===== src/rtl/div2d_pkg.sv =====
// div2d_pkg: shared state encodings and image geometry for div2d
package div2d_pkg;
  localparam int L = 6;
  localparam int PX = 2 ** L;
  typedef enum logic [2:0] {IDLE, PRE, LEAD, ROW, DRAIN} state_t;
endpackage


===== src/rtl/div2d_fifo.sv =====
// div2d_fifo: pointer-only ring buffer with registered pop data, used as a one-row delay line
module div2d_fifo #(
  parameter int WIDTH = 32,
  parameter int M_WIDTH = 6
) (
  input  logic             i_clk,
  input  logic             i_reset,
  input  logic             push,
  input  logic [WIDTH-1:0] din,
  input  logic             pop,
  output logic [WIDTH-1:0] dout
);
  logic [WIDTH-1:0] mem [2**M_WIDTH];
  logic [M_WIDTH-1:0] wr, rd;
  always_ff @(posedge i_clk) begin
    if (push) mem[wr] <= din;
    if (pop) dout <= mem[rd];
  end
  always_ff @(posedge i_clk) begin
    if (i_reset) begin
      wr <= '0;
      rd <= '0;
    end else begin
      wr <= wr + M_WIDTH'(push);
      rd <= rd + M_WIDTH'(pop);
    end
  end
endmodule


===== src/rtl/div2d.sv =====
// div2d: periodic-boundary divergence (-D^T) of streamed Dx/Dy fields into an output RAM
module div2d
  import div2d_pkg::*;
#(
  parameter int WIDTH = 32,
  parameter int ADD_W = 2 * L,
  parameter int OUT_W = WIDTH + 2
) (
  input  logic             i_clk,
  input  logic             i_reset,
  input  logic             i_start,
  input  logic [WIDTH-1:0] i_datax,
  input  logic [WIDTH-1:0] i_datay,
  output logic [ADD_W-1:0] o_address,
  output logic [OUT_W-1:0] o_div,
  output logic [ADD_W-1:0] o_div_addr,
  output logic             o_valid,
  output logic             o_bussy
);
  state_t state, state_n, ph;
  logic [L-1:0] r, c;
  logic last_c, last_r;
  logic [WIDTH-1:0] x_up, y_prev;
  logic signed [OUT_W-1:0] div_w;
  function automatic logic signed [OUT_W-1:0] sx(input logic [WIDTH-1:0] v);
    return {{(OUT_W-WIDTH){v[WIDTH-1]}}, v};
  endfunction
  assign last_c = c == L'(PX - 1);
  assign last_r = r == L'(PX - 1);
  assign o_bussy = state != IDLE;
  assign o_address = (state inside {PRE, LEAD, ROW})
    ? ADD_W'({state == PRE ? {L{1'b1}} : r, state == LEAD ? {L{1'b1}} : c}) : '0;
  assign div_w = (sx(i_datax) - sx(x_up)) + (sx(i_datay) - sx(y_prev));
  always_comb begin
    state_n = state;
    case (state)
      IDLE:    state_n = i_start ? PRE : IDLE;
      PRE:     state_n = last_c ? LEAD : PRE;
      LEAD:    state_n = ROW;
      ROW:     state_n = last_c ? (last_r ? DRAIN : LEAD) : ROW;
      DRAIN:   state_n = c[0] ? IDLE : DRAIN;
      default: state_n = IDLE;
    endcase
  end
  always_ff @(posedge i_clk) begin
    if (i_reset) begin
      state <= IDLE;
      r <= '0;
      c <= '0;
    end else begin
      state <= state_n;
      c <= (state_n == IDLE) ? '0 : (state inside {PRE, ROW, DRAIN}) ? c + 1'b1 : c;
      r <= (state_n == IDLE) ? '0 : (state == ROW && last_c) ? r + 1'b1 : r;
    end
  end
  // ph tags the RAM data arriving this cycle with the phase that addressed it; LEAD loads the column-wrap Dy
  always_ff @(posedge i_clk) begin
    if (i_reset) begin
      ph <= IDLE;
      y_prev <= '0;
      o_div <= '0;
      o_valid <= 1'b0;
      o_div_addr <= '0;
    end else begin
      ph <= state;
      if (ph == LEAD || ph == ROW) y_prev <= i_datay;
      if (ph == ROW) o_div <= div_w;
      o_valid <= ph == ROW;
      o_div_addr <= o_div_addr + ADD_W'(o_valid);
    end
  end
  div2d_fifo #(.WIDTH(WIDTH), .M_WIDTH(L)) u_fifo (
    .i_clk  (i_clk),
    .i_reset(i_reset),
    .push   (ph == PRE || ph == ROW),
    .din    (i_datax),
    .pop    (state == ROW),
    .dout   (x_up)
  );
endmodule

===== config.mk =====
export PLATFORM = sky130hd
export DESIGN_NAME = div2d
export DESIGN_NICKNAME = d
export VERILOG_FILES = /design/src/rtl/div2d_pkg.sv /design/src/rtl/div2d_fifo.sv /design/src/rtl/div2d.sv
export SDC_FILE = /design/constraint.sdc
export NUM_CORES = 2
export LEC_CHECK = 0
export ABC_CLOCK_PERIOD_IN_PS = 7900
export BUFFER_PORTS_ARGS = -buffer_cell sky130_fd_sc_hd__buf_2
export CAP_MARGIN = 5
export CORE_MARGIN = 10
export CORE_UTILIZATION = 40
export DETAILED_ROUTE_END_ITERATION = 10
export PLACE_DENSITY_LB_ADDON = 0.12
export SYNTH_ARGS = -nofsm -noshare
export SYNTH_HDL_FRONTEND = slang
export SYNTH_SLANG_ARGS = --single-unit

===== constraint.sdc =====
create_clock -name i_clk -period 7.9 [get_ports i_clk]
set_clock_uncertainty 0.15 [all_clocks]
set_input_delay 0 -clock i_clk [delete_from_list [all_inputs] [get_ports i_clk]]
set_output_delay 0 -clock i_clk [all_outputs]
set_load 0.01 [all_outputs]

==> results by group <==
Run status
  – Outcome: completed

Worst setup path
  – Worst endpoint data arrival time: 5.06 ns
  – Critical Path Fanout Max: 66
  – Worst path top cell family by delay: buffers and inverters
  – Crit path to: o_div[32]$_SDFFE_PP0P_
  – Crit-path max cell delay: 0.90 ns
  – Stages on worst setup path: 15
  – Worst r2r src: y_prev[0]$_SDFFE_PP0P_
  – CP Capture Type: flip-flop
  – CP max stage cell: buf_2
  – Worst path required time: 8.50 ns
  – Register-to-Register Path Depth: 16
  – Reg2reg end: o_div[32]$_SDFFE_PP0P_
  – Critical path class: in -> reg
  – Buffers & Inverters on Critical Path: 4
  – CP startpoint kind: primary input
  – Worst reg2reg setup slack: 3.50 ns
  – Crit path cell chain: dlygate4sd3_1 > buf_2 > inv_1 > fa_1 > fa_1 > inv_1 > ha_1 > and2_1 > and4_1 > o21ai_0 > a211o_1 > a31oi_1 > o22ai_1 > xnor2_1 > a22o_1
  – Crit. Startpoint: i_datax[10]

Timing
  – # setup viols final: 0
  – Worst-margin pin slew: 1.22 ns
  – Achievable Freq: 0.224 GHz
  – Setup ws final: 3.45 ns
  – RSZ-0062 raised after global routing: no
  – Period minus WS final: 4.45 ns
  – Relative slew slack: 18.9%
  – Fin crit share: 56.4%
  – Hold Violations, Final: 0
  – Slew Viols, Final: 0
  – Setup TNS: 0 ns

Placement
  – DP HPWL: 128000 microns
  – Pre-CTS setup slack: 3.24 ns
  – IO buf count: 126
  – DP Area: 91800 sq um
  – RePlAce Congestion: 0.794

Run
  – Max-cap viol count: 0

Clocking
  – H-tree levels: 4
  – Clock buffer count from CTS: 227
  – Post-cts resize count: 0
  – Sink Count: 2189
  – Clk buf depth: 3
  – Worst-Skew Late Latency: 0.86 ns
  – CTS Root Cell: clkbuf_16
  – Clk slew on worst S/H paths: 0.06 ns
  – CTS tree: built

Cells and area
  – Fin area: 100000 sq um
  – Fraction of layout cells with a size suffix above 1: 27.4%
  – Synthesis-to-layout area growth: 15.5%
  – Final net count: 4688
  – Commonest cells after routing, fill and taps aside: 2080 x edfxtp_1, 624 x mux4_2, 232 x clkbuf_16
  – Commonest non-fill, non-tap cell in the layout: edfxtp_1
  – Filler cells: 18100

Logic synthesis
  – Ys Warns: 0
  – Mapped Nets: 4273
  – Post-synth EDFFs: 2080
  – Seq/Total Area, Yosys: 74.4%
  – Syn Inst Count: 4099
  – Yosys cell types: 63
  – Share of flip-flops with an asynchronous set or reset: 0%
  – Synth Flop Type: edfxtp_1
  – Yosys reg bits: 2189
  – Mapped Area: 86900 sq um
  – Syn_area_per_cell: 21.2 sq um

Floorplanning
  – Core Footprint: 217000 sq um
  – Die width: 486 microns
  – Die Y-Extent: 486 microns
  – Die area: 236000 sq um
  – # rows: 171
  – Initial Util: 40.1%
  – IO Pins: 127

Drt
  – DRT iter0 DRCs: 4493
  – Antenna violation net count after detailed routing: 0
  – Routed len/inst: 31.2 microns
  – Via count: 42100
  – Drt first pass iters: 6
  – DRC: 0
  – Drt total wl: 236000 microns
  – Via/cell ratio: 5.57

Pwr
  – Worst VDD drop: 0.177 mV
  – P per Cell Area: 238 nW/um^2
  – PnR Total Power: 23.9 mW
  – Leak Pwr: 31.1 nW

Global route
  – Antenna violations before repair: 36
  – Total grt overflow: 0
  – Largest net degree at the start of global routing: 119
  – Tot GR Track Use: 19.8%
  – Vias in the first global route: 43600
  – Global-route wire length before repair: 335000 microns

Min path
  – Worst min-delay path startpoint: i_reset
  – Hold WC Path Type: in -> reg
cell usage after synthesis (all sizes together) (3+ instances only):
library cell     n  area share, %
xnor2           31           0.31
a2111oi          3          0.030
edfxtp        2080             72
nand4           10          0.072
a22o             4          0.040
clkbuf          97           0.42
o21ai           21           0.12
inv            149           0.64
fa              65            1.5
or3b             9          0.091
and2             5          0.036
a211oi          53           0.46
or3              9          0.065
dfxtp          109            2.5
mux2i           60           0.69
o21bai           3          0.026
nand2          125           0.54
or2              4          0.029
a211o            5          0.050
xor2            20           0.20
o21a             4          0.035
a21boi           3          0.030
nor4             5          0.036
nand3           33           0.19
a21oi          139           0.80
nand3b           9          0.078
nor2b           56           0.40
a21o            18           0.16
and3            10          0.072
and4             3          0.030
buf            115           0.68
nand2b           5          0.036
nor3            13          0.075
ha              42           0.60
a31oi            4          0.029
mux4           624             16
o211ai           3          0.026
nor2           122           0.53
o22ai            4          0.029
worst min-delay path by stage:
| stage | to | cells after the start | slack [ns] |
|---|---|---|---|
| 2_1_floorplan | state[2]$_SDFF_PP0_ | 1 | -0.06 |
| 3_3_place_gp | y_prev[4]$_SDFFE_PP0P_ | 3 | 0.11 |
| 3_5_place_dp | y_prev[6]$_SDFFE_PP0P_ | 3 | 0.11 |
| 4_1_cts | u_fifo.wr[2]$_SDFF_PP0_ | 3 | 0.02 |
| 5_1_grt | u_fifo.mem[10][9]$_DFFE_PP_ | 2 | 0.07 |
| 6_report | ph[0]$_SDFF_PP0_ | 3 | 0.07 |
per-layer routing:
metal	GRT usage (%)	part of all wire, %	up-vias
met5	0	0.0085	-
met4	4.92	2.1	2
met3	4.75	7.6	306
met2	30.2	46	1372
met1	28.8	44	22800
li1	-	-	17700
report_power, final:
group          internal [mW]  switching (mW)
sequential              12.7         0.00573
combinational          0.249           0.505
clock                   5.94            4.46
total                   18.9            4.97
worst reg2reg max path, delay by kind of cell (launching register included):
| family | cells | cell delay (ns) |
|---|---|---|
| buf+inv | 4 | 0.26 |
| fa+ha+maj | 4 | 1.56 |
| xor+xnor | 1 | 0.15 |
| flops | 1 | 0.35 |
| compound gates | 6 | 1.66 |
| simple gates | 1 | 0.20 |
through the flow:
stage,util [%],hold slack [ns],cells
after floorplan,-,-0.0583,4099
after global placement,42.4,0.111,7000
after detailed placement,42.4,0.112,7000
after CTS,46.4,0.0203,7563
after global routing,46.4,0.0679,7564
final,46.4,0.0732,7568
layout make-up:
type	instances	area, sq um	area share (%)
Tap cell	2854	3570	3.56
Timing Repair Buffer	398	3170	3.16
Clock buffer	300	6160	6.13
Multi-Input combinational cell	1549	21200	21.1
Sequential cell	2189	64700	64.4
Inverter	149	559	0.557
Antenna cell	5	12.5	0.0125
Clock inverter	124	1040	1.04
kinds of logic after synthesis:
logic type	synth area share, %
AOI/OAI and AO/OA	2.03
xor gates and xnor gates	0.514
adders and majority gates	2.10
buffers and inverters	1.75
DFF	74.4
muxes	16.9
and+or+nand+nor	2.32
registers in the layout, indices dropped and copies added, names as in the netlist:
name	count
u_fifo.wr	6
ph	3
o_div	34
o_div_addr	12
u_fifo.rd	6
y_prev	32
u_fifo.mem	2048
c	6
o_valid	1
u_fifo.dout	32
state	3
r	6
timing repair:
| action | 4_1_cts | 5_1_grt |
|---|---|---|
| buffers inserted | 0 | 0 |
| hold buffers | 139 | 0 |
| hold endpoints to repair | 2153 | 0 |
Note: power is estimated with default switching activity, not from simulation.
